### src/rtl/kitchen_timer_ctrl.sv
// Kitchen timer controller: preset select, count-down with pause/resume, and a bounded alarm phase.
// Includes its own 1-second prescaler, a seconds down-counter and an alarm-duration counter.
//
// state    | meaning
// IDLE     | waiting for a preset selection
// ARMED    | preset loaded, waiting for start
// COUNTING | seconds counter decrementing on each tick
// PAUSED   | prescaler and seconds counter frozen
// ALARM    | alarm phase, bounded by ALARM_SEC ticks or ended by acknowledge
module kitchen_timer_ctrl #(
  parameter int CNT_W       = 10,
  parameter int N_MODE      = 3,
  parameter int PRESET_STEP = 60,
  parameter int TICK_DIV    = 50_000_000,
  parameter int ALARM_SEC   = 10
) (
  input  logic              clk,
  input  logic              reset_n,
  input  logic [N_MODE-1:0] mode_sel,
  input  logic              start,
  input  logic              stop,
  output logic [2:0]        state,
  output logic [CNT_W-1:0]  remaining,
  output logic              counting,
  output logic              alarm,
  output logic              done_pulse
);
  localparam int PW = (TICK_DIV > 1) ? $clog2(TICK_DIV) : 1;
  localparam int AW = $clog2(ALARM_SEC + 1);

  if (N_MODE * PRESET_STEP > (2 ** CNT_W) - 1) begin : g_param_check
    $error("kitchen_timer_ctrl: largest preset does not fit in CNT_W bits");
  end

  typedef enum logic [2:0] {
    IDLE     = 3'd0,
    ARMED    = 3'd1,
    COUNTING = 3'd2,
    PAUSED   = 3'd3,
    ALARM    = 3'd4
  } state_t;

  state_t            state_q, state_nx;
  logic              start_d, start_fall;
  logic [PW-1:0]     presc;
  logic [AW-1:0]     alarm_cnt;
  logic [CNT_W-1:0]  preset_val;
  logic              mode_any, run, tick;
  logic              counting_nx, alarm_nx, done_nx;
  logic              start_count, enter_alarm;

  assign start_fall  = start_d & ~start;
  assign mode_any    = |mode_sel;
  assign run         = (state_q == COUNTING) || (state_q == ALARM);
  assign tick        = run && (presc == PW'(TICK_DIV - 1));
  assign start_count = (state_q == ARMED) && (state_nx == COUNTING);
  assign enter_alarm = (state_q == COUNTING) && (state_nx == ALARM);
  assign state       = state_q;

  // Lowest set bit wins: scan downward so the last assignment is the lowest index.
  always_comb begin
    preset_val = '0;
    for (int k = N_MODE - 1; k >= 0; k--) begin
      if (mode_sel[k]) preset_val = CNT_W'((k + 1) * PRESET_STEP);
    end
  end

  always_ff @(posedge clk or negedge reset_n) begin
    if (!reset_n) begin
      state_q    <= IDLE;
      start_d    <= 1'b0;
      counting   <= 1'b0;
      alarm      <= 1'b0;
      done_pulse <= 1'b0;
    end else begin
      state_q    <= state_nx;
      start_d    <= start;
      counting   <= counting_nx;
      alarm      <= alarm_nx;
      done_pulse <= done_nx;
    end
  end

  always_comb begin
    state_nx = state_q;
    if (stop) begin
      state_nx = IDLE;
    end else begin
      case (state_q)
        IDLE:     if (mode_any) state_nx = ARMED;
        ARMED:    if (start_fall) state_nx = COUNTING;
        COUNTING: begin
          // A terminal tick beats a simultaneous pause request.
          if (tick && (remaining == CNT_W'(1))) state_nx = ALARM;
          else if (start_fall)                  state_nx = PAUSED;
        end
        PAUSED:   if (start_fall) state_nx = COUNTING;
        ALARM:    if (start_fall || (tick && (alarm_cnt == AW'(ALARM_SEC - 1)))) state_nx = IDLE;
        default:  state_nx = IDLE;
      endcase
    end
  end

  always_comb begin
    counting_nx = (state_nx == COUNTING);
    alarm_nx    = (state_nx == ALARM);
    done_nx     = enter_alarm;
  end

  // Prescaler holds its value through PAUSED so resume continues the partial second.
  always_ff @(posedge clk or negedge reset_n) begin
    if (!reset_n)                        presc <= '0;
    else if (stop)                       presc <= '0;
    else if (start_count || enter_alarm) presc <= '0;
    else if (run)                        presc <= tick ? '0 : presc + 1'b1;
  end

  always_ff @(posedge clk or negedge reset_n) begin
    if (!reset_n)                        alarm_cnt <= '0;
    else if (stop || enter_alarm)        alarm_cnt <= '0;
    else if ((state_q == ALARM) && tick) alarm_cnt <= alarm_cnt + 1'b1;
  end

  always_ff @(posedge clk or negedge reset_n) begin
    if (!reset_n) begin
      remaining <= '0;
    end else if (stop) begin
      remaining <= '0;
    end else begin
      case (state_q)
        IDLE, ARMED: if (mode_any) remaining <= preset_val;
        COUNTING:    if (tick) remaining <= remaining - 1'b1;
        default:     ;
      endcase
    end
  end
endmodule
### config.mk
export PLATFORM = sky130hd
export DESIGN_NAME = kitchen_timer_ctrl
export DESIGN_NICKNAME = d
export VERILOG_FILES = /design/src/rtl/kitchen_timer_ctrl.sv
export SDC_FILE = /design/constraint.sdc
export NUM_CORES = 1
export LEC_CHECK = 0
export ABC_AREA = 1
export BUFFER_PORTS_ARGS = -buffer_cell sky130_fd_sc_hd__buf_2
export CAP_MARGIN = 20
export CORE_MARGIN = 1
export CORE_UTILIZATION = 30
export DETAILED_ROUTE_END_ITERATION = 10
export PLACE_DENSITY = 0.44
export SLEW_MARGIN = 40
export SYNTH_ARGS = -nofsm -noshare
export SYNTH_HDL_FRONTEND = slang
export SYNTH_SLANG_ARGS = --single-unit
export TNS_END_PERCENT = 50
### constraint.sdc
create_clock -name clk -period 1.7 [get_ports clk]
set_input_delay 0.085 -clock clk [delete_from_list [all_inputs] [get_ports clk]]
set_output_delay 0.085 -clock clk [all_outputs]
set_load 0.02 [all_outputs]
==> impl_summary.txt <==
----------------------------------------------------
[Status]
  Status ... finished, violations left
  Violated checks ... negative setup slack

[Routing]
  Total Routed Length ... 8500 um
  Post-route antenna net violation count ... 0
  Number of DRC violations after detailed routing ... 0
  Routed wire per std cell ... between 10 and 15 um
  Via count of the routed design ... 3008
  Number of DRC violations after detailed-routing iteration 0 ... 151
  Via density per instance ... 4.64
  Number of search-and-repair iterations in the first detailed-routing pass ... 4

[CTS]
  Clk sinks ... 47
  Htree depth ... 2
  Register clock-pin slew on the reported worst setup and hold paths ... around 90 ps
  Maximum buffer depth of the clock tree ... 2
  Root Buffer Master ... clkbuf_8
  Worst skew pair latency ... roughly 310 ps
  TritonCTS clock tree ... yes
  Num CTS Buffers ... 5

[Critical path]
  Startpoint kind of the worst setup timing path ... register
  Master of the slowest instance on the critical path ... dfrtp_1
  Required time of the worst setup path ... 1890 ps
  Endpoint class of the critical path ... register
  Delay of the slowest cell on the worst path ... 440 ps
  CP Class ... reg2reg
  Cell breakdown of the critical path ... nor2_2 > nand2_2 > buf_4 > inv_4 > nand2_1 > a21oi_2 > nand3_4 > clkbuf_16 > nand3_2 > o21ai_2
  Arrival time of data at the critical path endpoint ... between 2000 and 2500 ps
  Biggest fanout along the worst timing path ... 13
  Family with the most delay on the worst path ... simple AND/OR/NAND/NOR gates
  Number of buffers and inverters on the critical path ... 3

[Placed design]
  Count of placed standard cells including taps ... about 630
  Area of placed instances ... approximately 0.004 mm^2
  Total of buffers placed on input and output ports ... 22
  RD Place Congestion ... just under 0.8
  Placed wire-length estimate after detailed placement ... 6240 um

[Power]
  Internal power component ... 2.06 mW
  Logic gate share of total power ... approximately 24%
  Fraction of power spent switching nets ... 28.8%
  Switching power total ... 0.834 mW
  Portion of total power attributed to sequential cells ... 41.4%
  Power per Cell Area ... 660 mW/mm^2
  Peak ir drop on the vdd network ... 0.385 mV
  Total chip power ... 2.90 mW
  Static leakage ... 1.95 nW
  Proportion of power drawn by the clock network ... 34.4%

[STA]
  Slew margin rel. ... 72.4%
  Worst-margin pin slew ... about 410 ps
  Final count of negative-setup-slack endpoints ... 40
  Final Max Slew Viols ... 0
  Ratio of final minimum period to clock period ... 107%
  Min Clock Period, post-route ... 1820 ps
  F_max ... 549 MHz
  Number of failing hold endpoints at the final stage ... 0
  Final setup slack of the worst path ... -122 ps
  Final setup skew ... roughly 11 ps
  Unrepaired setup endpoints after global routing ... yes

[Logic synthesis]
  Dominant cells by area after synthesis ... dfrtp_1, nand2_1, nand3_1
  Leading register cell type out of synthesis ... dfrtp_1
  Post-synthesis sequential element count ... 47
  Mapped cell area ... between 0.003 and 0.004 mm^2
  Cell variety after synth ... 41
  Synthesized net count ... 416
  Cell type contributing the most total cell area after synthesis ... dfrtp_1
  Share of synthesized registers carrying an async set or reset ... 100%
  Total number of yosys warnings ... 0
  Post-Synthesis Mean Instance Area ... 7.69 um^2
  Number of flops mapped to enable cells by yosys ... 0
  Commonest cells in the synthesized netlist ... nand2_1, nor2_1, dfrtp_1
  Share of Yosys cell area claimed by the top area cell type ... 37.9%
  Top-count cell post-synth ... nand2_1
  Register area share after synthesis ... around 38%
  Post-synthesis cell count ... slightly above 400

[Global routing]
  Pin count of the biggest net entering global routing ... 33
  Vias in the first global route ... 2858
  All-layer global routing usage ... 16.2%
  Number of antenna violations at the first check in global routing ... 0
  Remaining global-route overflow ... 0
  Global-route wire length before repair ... 14100 um

[Layout]
  Fill cells ... 1016
  Antenna diodes ... 0
  Layout-stage area growth over the synthesis result ... 41.2%
  Filler-free cell count of the finished design ... about 650
  Net count of the finished layout ... 526
  Final instance area ... 0.00439 mm^2
  Layout cells sized above 1 ... 37.9%

[Floorplan]
  Die area ... 0.0108 mm^2
  Effective utilization at floorplan ... 31.4%
  Overall die width ... between 100 and 150 um
  Vertical die dimension ... 104 um
  Core Footprint ... 0.00991 mm^2
  Standard-cell row count ... 36
  I/O pin count ... 23

[Job]
  Number of maximum-capacitance violations ... 0

[Worst hold path]
  Worst min-delay path class ... in2reg

----------------------------------------------------
final timing paths:
path,to,slack [ps],cells after the start,start
worst min-delay path,state[2]$_DFF_PN0_,130,2,stop
worst max register to register,presc[12]$_DFFE_PN0P_,-120,10,state[0]$_DFF_PN0_
worst min register to register,presc[3]$_DFFE_PN0P_,520,2,presc[3]$_DFFE_PN0P_
min in group asynchronous,remaining[4]$_DFFE_PN0P_,230,2,reset_n
max in group asynchronous,presc[25]$_DFFE_PN0P_,940,3,reset_n
worst max-delay path,presc[12]$_DFFE_PN0P_,-120,10,state[0]$_DFF_PN0_
layout by cell type, fill, tap and decap left out, types with 2 or more instances in the layout:
cell type       n
buf_4          82
nand2_1        61
dfrtp_1        44
nor2_1         43
inv_1          37
nand3_1        30
buf_2          22
nand3_2        19
nand4_1        16
o21ai_0        14
xor2_1         14
o21ai_1        13
a21oi_1        12
nand2_2        10
nor2_2          9
nor3_1          8
nor2_4          7
o21ai_2         6
buf_12          6
xnor2_1         5
clkbuf_8        5
nand2_4         4
nand3_4         4
inv_2           3
a21oi_2         3
or2_2           3
ha_1            3
dfrtp_2         3
or2_1           2
nand3b_1        2
or2_0           2
o22ai_1         2
a31oi_1         2
bufinv_16       2
dlygate4sd3_1   2
power by group through the flow:
stage / logic, mW / clock network, mW / registers (mW)
after global placement: 0.671 / 0 / 1.22
after floorplan: 0.285 / 0 / 1.28
final: 0.701 / 0.995 / 1.20
after detailed placement: 0.671 / 0 / 1.22
after global routing: 0.773 / 1.07 / 1.21
after CTS: 0.697 / 1.04 / 1.20
registers in the layout, indices dropped and copies added, names as in the netlist:
signal	cells
remaining	10
start_d	1
presc	26
alarm	1
done_pulse	1
state	3
counting	1
alarm_cnt	4
kinds of logic (layout without fill, tap and decap cells):
group	after synthesis	after routing	share of synthesized area, %
and+or+nand+nor	222	223	36.5
buffers and inverters	55	165	8.30
adders and majority gates	5	5	2.01
DFF	47	47	37.9
xor gates and xnor gates	19	19	5.36
AOI/OAI and AO/OA	56	56	9.99
area by class of cell:
class / instances / area (um^2) / share of cell area (%)
multi-input cells: 303 / 1840 / 41.9
flip-flops and latches: 47 / 1180 / 26.9
repair buffers: 114 / 902 / 20.6
well taps: 133 / 166 / 3.79
inverters: 43 / 165 / 3.77
clock buffers: 6 / 72.6 / 1.65
clock inverters: 2 / 60.1 / 1.37
through the flow:
step	utilization, %	worst slack, ps	setup TNS (ps)	hold slack, ps
after CTS	43.5	-144	-4040	116
final	44.3	-122	-3340	126
after detailed placement	40.9	-276	-4950	44.9
after global placement	40.9	-183	-3150	39.5
after floorplan	-	-40.7	-579	-211
after global routing	44.3	-267	-8780	150
timing repair:
action                                  CTS  global route
pin swaps                                 3             4
resized for setup                        23             9
hold endpoints to repair                 16             0
hold buffers                              2             0
endpoints found under the setup margin   41            45
gates cloned                              1             1
buffers inserted                          1             2
metal layers:
layer  up-vias  GRT usage, %  part of all wire, %
li1       1557             -                    -
met1      1394          23.5                   51
met2        45          25.0                   44
met3        12          2.20                  3.0
met4         0          4.49                  1.4
met5         -             0                    0
Note: power is estimated with default switching activity, not from simulation.
